==> src/rtl/pulse_seq_ctrl_pkg.sv <==
// Shared types for the pulse-train controller: FSM state encoding, default field widths, clamp helper.
// Latency: n/a (declarations only).  Backpressure: n/a.
package pulse_pkg;

    localparam int CW_DEF = 32;
    localparam int NW_DEF = 16;

    typedef enum logic [2:0] {
        ST_IDLE  = 3'd0,
        ST_DELAY = 3'd1,
        ST_HIGH  = 3'd2,
        ST_LOW   = 3'd3,
        ST_DONE  = 3'd4
    } state_t;

    // Zero-length phases would merge adjacent pulses, so treat 0 as 1.
    function automatic logic [31:0] clamp1(input logic [31:0] v);
        return (v == 32'd0) ? 32'd1 : v;
    endfunction

endpackage

==> src/rtl/pulse_seq_ctrl_if.sv <==
// Start/config request and pulse/status response bundle between a sequencer and the pulse controller.
// Latency: n/a (wires only).  Backpressure: none; start is only honoured while the controller is idle.
interface pulse_seq_ctrl_if #(
    parameter int CW = 32,
    parameter int NW = 16
);
    logic          start;
    logic          abort;
    logic [CW-1:0] delay;
    logic [CW-1:0] width;
    logic [CW-1:0] gap;
    logic [NW-1:0] count;
    logic          pulse;
    logic          busy;
    logic          done;
    logic [NW-1:0] pulse_idx;

    modport master (
        output start, abort, delay, width, gap, count,
        input  pulse, busy, done, pulse_idx
    );

    modport slave (
        input  start, abort, delay, width, gap, count,
        output pulse, busy, done, pulse_idx
    );
endinterface

==> src/rtl/pulse_seq_ctrl_cnt.sv <==
// Loadable down-counter timing the delay/high/low phases; stops at zero and flags it combinationally.
// Latency: load visible one cycle after the loading edge.  Backpressure: none.
module pulse_cnt #(
    parameter int CW = 32
) (
    input  logic          i_clk,
    input  logic          i_rst_n,
    input  logic          load,
    input  logic [CW-1:0] load_val,
    input  logic          en,
    output logic          zero
);
    logic [CW-1:0] cnt;

    always_ff @(posedge i_clk or negedge i_rst_n) begin
        if (!i_rst_n) begin
            cnt <= '0;
        end else if (load) begin
            cnt <= load_val;
        end else if (en && (cnt != '0)) begin
            cnt <= cnt - CW'(1);
        end
    end

    assign zero = (cnt == '0);
endmodule

==> src/rtl/pulse_seq_ctrl.sv <==
// Run-time programmable pulse-train sequencer (delay, width, gap, count); PULSE_SEQ_INFINITE_EN makes count=0 run until abort.
// Latency: busy at the accepting edge, first pulse delay+1 cycles later; all outputs registered.
// Backpressure: none; start is dropped unless idle, abort ends a train at the next edge.
module pulse_seq_ctrl
    import pulse_pkg::*;
#(
    parameter int CW = CW_DEF,
    parameter int NW = NW_DEF
) (
    input  logic          i_clk,
    input  logic          i_rst_n,
    pulse_seq_ctrl_if.slave bus
);
    state_t        state;
    logic [CW-1:0] width_q;
    logic [CW-1:0] gap_q;
    logic [NW-1:0] count_q;
    logic [NW-1:0] idx_q;
    logic          pulse_q;
    logic          busy_q;
    logic          done_q;
    logic [NW-1:0] pulse_idx_q;

    logic          accept;
    logic          last;
    logic          cnt_load;
    logic [CW-1:0] cnt_val;
    logic          cnt_en;
    logic          cnt_zero;

    pulse_cnt #(.CW(CW)) u_cnt (
        .i_clk    (i_clk),
        .i_rst_n  (i_rst_n),
        .load     (cnt_load),
        .load_val (cnt_val),
        .en       (cnt_en),
        .zero     (cnt_zero)
    );

    always_comb begin
        accept = (state == ST_IDLE) && bus.start && !bus.abort;
`ifdef PULSE_SEQ_INFINITE_EN
        last   = (count_q != '0) && (idx_q == count_q - NW'(1));
`else
        last   = (idx_q == count_q - NW'(1));
`endif
        cnt_en   = (state == ST_DELAY) || (state == ST_HIGH) || (state == ST_LOW);
        cnt_load = 1'b0;
        cnt_val  = '0;
        case (state)
            ST_IDLE: begin
                if (accept) begin
                    cnt_load = 1'b1;
                    cnt_val  = (bus.delay != '0) ? bus.delay - CW'(1)
                                                 : CW'(clamp1(32'(bus.width))) - CW'(1);
                end
            end
            ST_DELAY, ST_LOW: begin
                cnt_load = cnt_zero;
                cnt_val  = width_q - CW'(1);
            end
            ST_HIGH: begin
                cnt_load = cnt_zero && !last;
                cnt_val  = gap_q - CW'(1);
            end
            default: ;
        endcase
    end

    // Outputs trail the state by one edge, so o_pulse rises one cycle after HIGH is entered.
    always_ff @(posedge i_clk or negedge i_rst_n) begin
        if (!i_rst_n) begin
            state       <= ST_IDLE;
            width_q     <= '0;
            gap_q       <= '0;
            count_q     <= '0;
            idx_q       <= '0;
            pulse_q     <= 1'b0;
            busy_q      <= 1'b0;
            done_q      <= 1'b0;
            pulse_idx_q <= '0;
        end else begin
            done_q <= 1'b0;
            if (bus.abort && (state != ST_IDLE)) begin
                state   <= ST_IDLE;
                pulse_q <= 1'b0;
                busy_q  <= 1'b0;
            end else begin
                case (state)
                    ST_IDLE: begin
                        if (accept) begin
                            width_q     <= CW'(clamp1(32'(bus.width)));
                            gap_q       <= CW'(clamp1(32'(bus.gap)));
`ifdef PULSE_SEQ_INFINITE_EN
                            count_q     <= bus.count;
`else
                            count_q     <= NW'(clamp1(32'(bus.count)));
`endif
                            idx_q       <= '0;
                            pulse_idx_q <= '0;
                            busy_q      <= 1'b1;
                            state       <= (bus.delay != '0) ? ST_DELAY : ST_HIGH;
                        end
                    end
                    ST_DELAY: begin
                        if (cnt_zero) state <= ST_HIGH;
                    end
                    ST_HIGH: begin
                        pulse_q     <= 1'b1;
                        pulse_idx_q <= idx_q;
                        if (cnt_zero) state <= last ? ST_DONE : ST_LOW;
                    end
                    ST_LOW: begin
                        pulse_q <= 1'b0;
                        if (cnt_zero) begin
                            idx_q <= idx_q + NW'(1);
                            state <= ST_HIGH;
                        end
                    end
                    ST_DONE: begin
                        pulse_q <= 1'b0;
                        busy_q  <= 1'b0;
                        done_q  <= 1'b1;
                        state   <= ST_IDLE;
                    end
                    default: state <= ST_IDLE;
                endcase
            end
        end
    end

    assign bus.pulse     = pulse_q;
    assign bus.busy      = busy_q;
    assign bus.done      = done_q;
    assign bus.pulse_idx = pulse_idx_q;
endmodule
==> src/flat_wrapper.sv <==
// flat-port wrapper written by rule: the top's interface ports become plain ports
module pulse_seq_ctrl_flat import pulse_pkg::*;
#(
    parameter int CW = CW_DEF,
    parameter int NW = NW_DEF
)
  (i_clk, i_rst_n, bus_start, bus_abort, bus_delay, bus_width, bus_gap, bus_count, bus_pulse, bus_busy, bus_done, bus_pulse_idx);
  pulse_seq_ctrl_if #(.CW(CW), .NW(NW)) bus_i ();
  input  logic i_clk;
  input  logic i_rst_n;
  input wire logic [$bits(bus_i.start)-1:0] bus_start;
  input wire logic [$bits(bus_i.abort)-1:0] bus_abort;
  input wire logic [$bits(bus_i.delay)-1:0] bus_delay;
  input wire logic [$bits(bus_i.width)-1:0] bus_width;
  input wire logic [$bits(bus_i.gap)-1:0] bus_gap;
  input wire logic [$bits(bus_i.count)-1:0] bus_count;
  output wire logic [$bits(bus_i.pulse)-1:0] bus_pulse;
  output wire logic [$bits(bus_i.busy)-1:0] bus_busy;
  output wire logic [$bits(bus_i.done)-1:0] bus_done;
  output wire logic [$bits(bus_i.pulse_idx)-1:0] bus_pulse_idx;
  assign bus_i.start = bus_start;
  assign bus_i.abort = bus_abort;
  assign bus_i.delay = bus_delay;
  assign bus_i.width = bus_width;
  assign bus_i.gap = bus_gap;
  assign bus_i.count = bus_count;
  assign bus_pulse = bus_i.pulse;
  assign bus_busy = bus_i.busy;
  assign bus_done = bus_i.done;
  assign bus_pulse_idx = bus_i.pulse_idx;
  pulse_seq_ctrl #(.CW(CW), .NW(NW)) u_core (.i_clk(i_clk), .i_rst_n(i_rst_n), .bus(bus_i));
endmodule
==> config.mk <==
export PLATFORM = sky130hd
export DESIGN_NAME = pulse_seq_ctrl_flat
export DESIGN_NICKNAME = d
export VERILOG_FILES = /design/src/rtl/pulse_seq_ctrl_pkg.sv /design/src/rtl/pulse_seq_ctrl_if.sv /design/src/rtl/pulse_seq_ctrl_cnt.sv /design/src/rtl/pulse_seq_ctrl.sv /design/src/flat_wrapper.sv
export SDC_FILE = /design/constraint.sdc
export NUM_CORES = 1
export LEC_CHECK = 0
export ABC_AREA = 1
export BUFFER_PORTS_ARGS = -buffer_cell sky130_fd_sc_hd__buf_2
export CORE_ASPECT_RATIO = 0.5
export CORE_UTILIZATION = 35
export CTS_BUF_LIST = sky130_fd_sc_hd__clkbuf_8 sky130_fd_sc_hd__clkbuf_16
export DETAILED_ROUTE_END_ITERATION = 8
export PLACE_DENSITY_LB_ADDON = 0.05
export SLEW_MARGIN = 20
export SYNTH_ARGS = -nofsm -noshare
export SYNTH_HDL_FRONTEND = slang
export SYNTH_SLANG_ARGS = --single-unit
==> constraint.sdc <==
create_clock -name i_clk -period 7.1 [get_ports i_clk]
set_input_delay 0.71 -clock i_clk [delete_from_list [all_inputs] [get_ports i_clk]]
set_output_delay 0.71 -clock i_clk [all_outputs]
set_load 0.01 [all_outputs]
==> reports/results.txt, run 1 <==
status: finished, final reports clean
crit path max-delay cell type: inv_1
Yosys cell types: 53
RSZ-0062 raised after global routing: false
Initial DRC Count: 1009
pwr dens: 374.8 nW/um^2
Antenna Nets Post-Route: 0
# placed instances: 2236
FILL cells: 3410
largest net degree at the start of global routing: 82
pre-CTS setup slack: 3.306 ns
die area: 32640 sq um
Placer Congestion: 0.9369
Starting Density: 0.3616
Worst Tran Pin Value: 0.9551 ns
Hold WC Path Type: in -> async
CTS sink cnt: 150
TritonCTS Buffers: 17
clock slew at the register clock pins of the worst setup and hold paths: 0.07 ns
# DRC: 0
clk_lat worst skew: 0.45 ns
DP Area: 12110 sq um
Comb pwr share: 0.485
Reg power frac: 0.314
clock root cell: clkbuf_16
IO Pins: 135
post-DR vias/cell: 5.054
sw frac: 0.4842
Rel. slew slack: 0.3633
Setup Viol. Count Final: 0
syn avg cell area: 6.453 sq um
Crit Path Max Fanout: 62
Clock H-tree levels: 4
Critical Path, Cell by Cell: inv_2, nand3_4, inv_1, nand3_2, nand3_2, inv_1, o21ai_0, nand2_1
Pleak: 6.361 nW
Final #Nets: 1953
fin util: 0.4116
final cell count without fillers: 2267
synth warn: 0
Post-synth top cells: nand2_1, nor2_1, inv_1, dfrtp_1, nand3_1
Post-CTS Setup Inserts: 0
crit path launch type: flop
P_sw: 2.305 mW
post-cts hold buffer count: 0
Seq/Total Area, Yosys: 0.3364
DRT Wirelength: 40330 um
period utilization: 0.5354
Post-Synthesis Cells: 1729
DR WL/cell: 17.79 um
CTS tree: built
Seq cells post-synth: 150
Synth async-reset ratio: 1.000
commonest register cell after synthesis: dfrtp_1
crit path capture type: flop
vias in the first global route: 10820
Max Root-Sink Buffers: 2
HPWL after DPL: 31860 um
CORE AREA: 30850 sq um
Slowest Stage Delay on Critical Path: 0.83 ns
P_int: 2.455 mW
Yosys top cell area share: 0.3364
maxcap violations: 0
Global Route Usage Sum: 0.2528
Clock Skew: 0.01259 ns
Core Rows: 45
Max VDD drop: 0.1916 mV
Post-synth EDFFs: 0
synth top area cells: dfrtp_1, nand2_1, nor2_1
clock network power share: 0.201
routed vias: 11460
final hold viol count: 0
arrival time worst endpoint: 4.13 ns
count leader, synth: nand2_1
cell area after synthesis: 11160 sq um
post-synth top area cell: dfrtp_1
Final WS setup: 3.299 ns
CTS resizes: 0
gr ovfl total: 0
synth-to-layout area growth: 13.82%
share of cells above drive strength 1: 0.1361
die width: 254.5 um
syn_nets: 1850
fin crit period: 3.801 ns
antenna violations before repair: 0
Crit path required time: 7.43 ns
setup TNS: 0 ns
critical path type: reg -> reg
n_diodes: 0
first-pass GRT wire length: 61980 um
maximum clock frequency: 0.2631 GHz
final instance area: 12700 sq um
Max Transition Viols Final: 0
Port Buffers: 134
drt pass-1 iters: 7
die height: 128.3 um
cell type report:
| type | instances | area (sq um) | area share |
|---|---|---|---|
| inverter | 205 | 769.5 | 0.06060 |
| clock inverter | 14 | 165.2 | 0.01301 |
| multi-input combinational | 1319 | 6341 | 0.4994 |
| tap | 423 | 529.3 | 0.04168 |
| timing repair buffer | 139 | 714.4 | 0.05626 |
| clock buffer | 17 | 425.4 | 0.03350 |
| sequential | 150 | 3754 | 0.2956 |
per-layer routing:
layer,share of wire,vias to the layer above,global-route usage
met5,0,-,0
met4,0.021,0,0.07654
li1,-,5703,-
met2,0.44,284,0.3917
met1,0.49,5429,0.3583
met3,0.049,42,0.04284
logic make-up after synthesis:
logic type	Yosys count	synth area share
and+or+nand+nor	1060	0.4106
buffers and inverters	260	0.09588
AOI/OAI and AO/OA	197	0.1065
DFF	150	0.3364
xor gates and xnor gates	55	0.04318
adders and majority gates	5	0.005607
muxes	2	0.001794
registers in the layout (all words and copies together) (netlist names):
| name | flops |
|---|---|
| u_core.gap_q | 32 |
| u_core.bus.busy | 1 |
| u_core.count_q | 16 |
| u_core.u_cnt.cnt | 32 |
| u_core.idx_q | 16 |
| u_core.bus.pulse_idx | 16 |
| u_core.state | 3 |
| u_core.bus.done | 1 |
| u_core.bus.pulse | 1 |
| u_core.width_q | 32 |
layout by cell type, fill, tap and decap left out, types with 7 or more instances in the layout:
cell type	n
nand4_1	30
nor2_2	16
nor3_1	17
inv_1	194
nor2_1	213
inv_2	9
nand2_2	8
xnor2_1	17
xor2_1	38
o21ai_0	85
o31ai_1	8
buf_2	133
a21oi_1	39
o21ai_2	18
o21ai_1	18
dfrtp_1	150
nor4_1	20
nand2_1	578
nand3_1	141
clkbuf_16	17
o22ai_1	7
nor2_4	7
critical path: cells and delay by family (launching register included):
kind                   cells  cell delay [ns]
DFF                        1             0.40
AOI/OAI and AO/OA          1             0.27
buffers and inverters      3             1.35
and+or+nand+nor            4             1.64
stage by stage:
stage	total power, mW	hold slack [ns]
after detailed placement	3.790	0.4632
after global routing	5.143	0.3669
after floorplan	3.135	0.4144
final	4.759	0.3102
after global placement	3.771	0.4571
after CTS	4.773	0.3256
power by group through the flow:
| stage | logic (mW) | clock network [mW] | registers, mW |
|---|---|---|---|
| after detailed placement | 2.29 | 0 | 1.50 |
| after CTS | 2.30 | 0.984 | 1.49 |
| after global routing | 2.60 | 1.01 | 1.53 |
| after floorplan | 1.73 | 0 | 1.41 |
| final | 2.31 | 0.956 | 1.49 |
| after global placement | 2.27 | 0 | 1.50 |
final timing paths:
| path | startpoint | to | slack [ns] | depth (start not counted) |
|---|---|---|---|---|
| min in group i_clk | u_core.bus.busy | u_core.bus.busy | 0.47 | 2 |
| max in group asynchronous | i_rst_n | u_core.state[2] | 5.32 | 2 |
| setup / recovery | u_core.state[2] | u_core.u_cnt.cnt[2] | 3.30 | 8 |
| setup reg to reg | u_core.state[2] | u_core.u_cnt.cnt[2] | 3.30 | 8 |
| hold reg to reg | u_core.bus.busy | u_core.bus.busy | 0.47 | 2 |
| hold / removal | i_rst_n | u_core.u_cnt.cnt[24] | 0.31 | 1 |
Power figures use the tool's default switching activity.
==> run 2: changes to the inputs <==
==> constraint.sdc (replaced) <==
create_clock -name i_clk -period 3.1 [get_ports i_clk]
set_input_delay 0.31 -clock i_clk [delete_from_list [all_inputs] [get_ports i_clk]]
set_output_delay 0.31 -clock i_clk [all_outputs]
set_load 0.01 [all_outputs]
==> run 2 against run 1 <==
Count of clock-buffer cells in the layout is 2 higher. Register-to-register slack got worse by 3.1 ns. Largest cell class unchanged. Hold slack got worse by 0.24 ns.
==> reports/results.txt, run 2 (synthesis gave the netlist of run 1 again) <==
status: finished, final reports clean
post-DR vias/cell: 5.064
Clock Skew: 0.01795 ns
Hold WC Path Type: in -> reg
critical path type: reg -> reg
DRT Wirelength: 41460 um
fin util: 0.4202
commonest cells after routing, fill and taps aside: nand2_1, nor2_1, inv_1
HPWL after DPL: 33410 um
clock slew at the register clock pins of the worst setup and hold paths: 0.07 ns
CTS resizes: 0
CORE AREA: 30850 sq um
RSZ-0062 raised after global routing: false
Initial DRC Count: 960
Worst R2R End: u_core.u_cnt.cnt[25]
Setup Viol. Count Final: 0
routed vias: 11620
maxcap violations: 0
die width: 254.5 um
arrival time worst endpoint: 3.24 ns
CP startpoint: u_core.u_cnt.cnt[0]
Max VDD drop: 0.4399 mV
CTS sink cnt: 150
fin crit period: 2.915 ns
vias in the first global route: 11100
drt pass-1 iters: 5
Clock H-tree levels: 4
Crit path required time: 3.43 ns
Port Buffers: 134
Crit Path Max Fanout: 40
die height: 128.3 um
setup TNS: 0 ns
Critical Path Sink: u_core.u_cnt.cnt[25]
Final #Nets: 1980
Post-CTS Setup Inserts: 0
# DRC: 0
Worst R2R Path Depth: 12
Starting Density: 0.3616
gr ovfl total: 0
maximum clock frequency: 0.3431 GHz
Rel. slew slack: 0.5133
WHS: 0.07497 ns
antenna violations before repair: 1
Worst Tran Pin Value: 0.7301 ns
pwr dens: 858.6 nW/um^2
Placer Congestion: 0.9954
Largest regs: u_core.gap_q: 32 flops, u_core.u_cnt.cnt: 32 flops, u_core.width_q: 32 flops
Core Rows: 45
Hold Startpoint: bus_count[7]
first-pass GRT wire length: 63940 um
Global Route Usage Sum: 0.2603
synth-to-layout area growth: 16.19%
final hold viol count: 0
clock root cell: clkbuf_16
clk_lat worst skew: 0.44 ns
largest net degree at the start of global routing: 80
Max Root-Sink Buffers: 2
period utilization: 0.9402
post-cts hold buffer count: 1
IO Pins: 135
R2R Path Start: u_core.u_cnt.cnt[0]
R2R Setup Slk: 0.19 ns
DR WL/cell: 18.07 um
CTS tree: built
crit path launch type: flop
share of cells above drive strength 1: 0.1480
Pleak: 6.519 nW
die area: 32640 sq um
commonest non-fill, non-tap cell in the layout: nand2_1
Max Transition Viols Final: 0
crit path capture type: flop
TritonCTS Buffers: 17
Antenna Nets Post-Route: 0
## run 2: worst max-delay path, stage by stage, from the launching register on
cell	delay [ns]
dfrtp_1	0.39
inv_1	0.14
ha_1	0.23
nand2_1	0.17
nor2_4	0.25
nand4_1	0.35
inv_2	0.25
nand2_1	0.15
nand3_2	0.17
buf_12	0.24
o21ai_1	0.20
nor2_1	0.19
nor2_1	0.07
## run 2: how the worst min path moves through the flow
stage / to / slack, ns / cells after the start
2_1_floorplan: u_core.bus.busy / 0.01 / 0
3_3_place_gp: u_core.u_cnt.cnt[23] / 0.27 / 1
3_5_place_dp: u_core.u_cnt.cnt[25] / 0.28 / 1
4_1_cts: u_core.count_q[4] / 0.06 / 3
5_1_grt: u_core.count_q[9] / 0.07 / 3
6_report: u_core.count_q[7] / 0.07 / 3
## run 2: area by class of cell
class / count / area (sq um)
diodes: 1 / 2.502
clock buffers: 19 / 452.9
clock inverters: 12 / 145.1
fillers: 3410 / 17890
inverters: 205 / 769.5
multi-input cells: 1319 / 6341
flip-flops and latches: 150 / 3754
well taps: 423 / 529.3
repair buffers: 166 / 969.7
## run 2: through the flow
stage	std cells	worst slack, ns	total power, mW	area, sq um
3_3_place_gp	2262	0.04719	8.884	12350
4_1_cts	2294	0.2978	11.16	12960
2_1_floorplan	1729	0.7664	7.181	11160
3_5_place_dp	2262	0.008066	8.940	12350
6_report	2295	0.1854	11.13	12960
5_1_grt	2295	0.03235	12.04	12960
## run 2: power by group
part	switching (mW)	leakage, nW	total [mW]	internal [mW]
clock	0.937	0.297	2.18	1.24
combinational	3.67	4.32	5.52	1.86
sequential	0.698	1.90	3.43	2.73
total	5.30	6.52	11.1	5.83
## run 2: routing by layer
metal  global-route usage  share of wire  up-vias
li1                     -              -     5764
met1               0.3673           0.48     5555
met2               0.4113           0.45      271
met3              0.04711          0.051       33
met4              0.05989          0.016        0
met5                    0              0        -
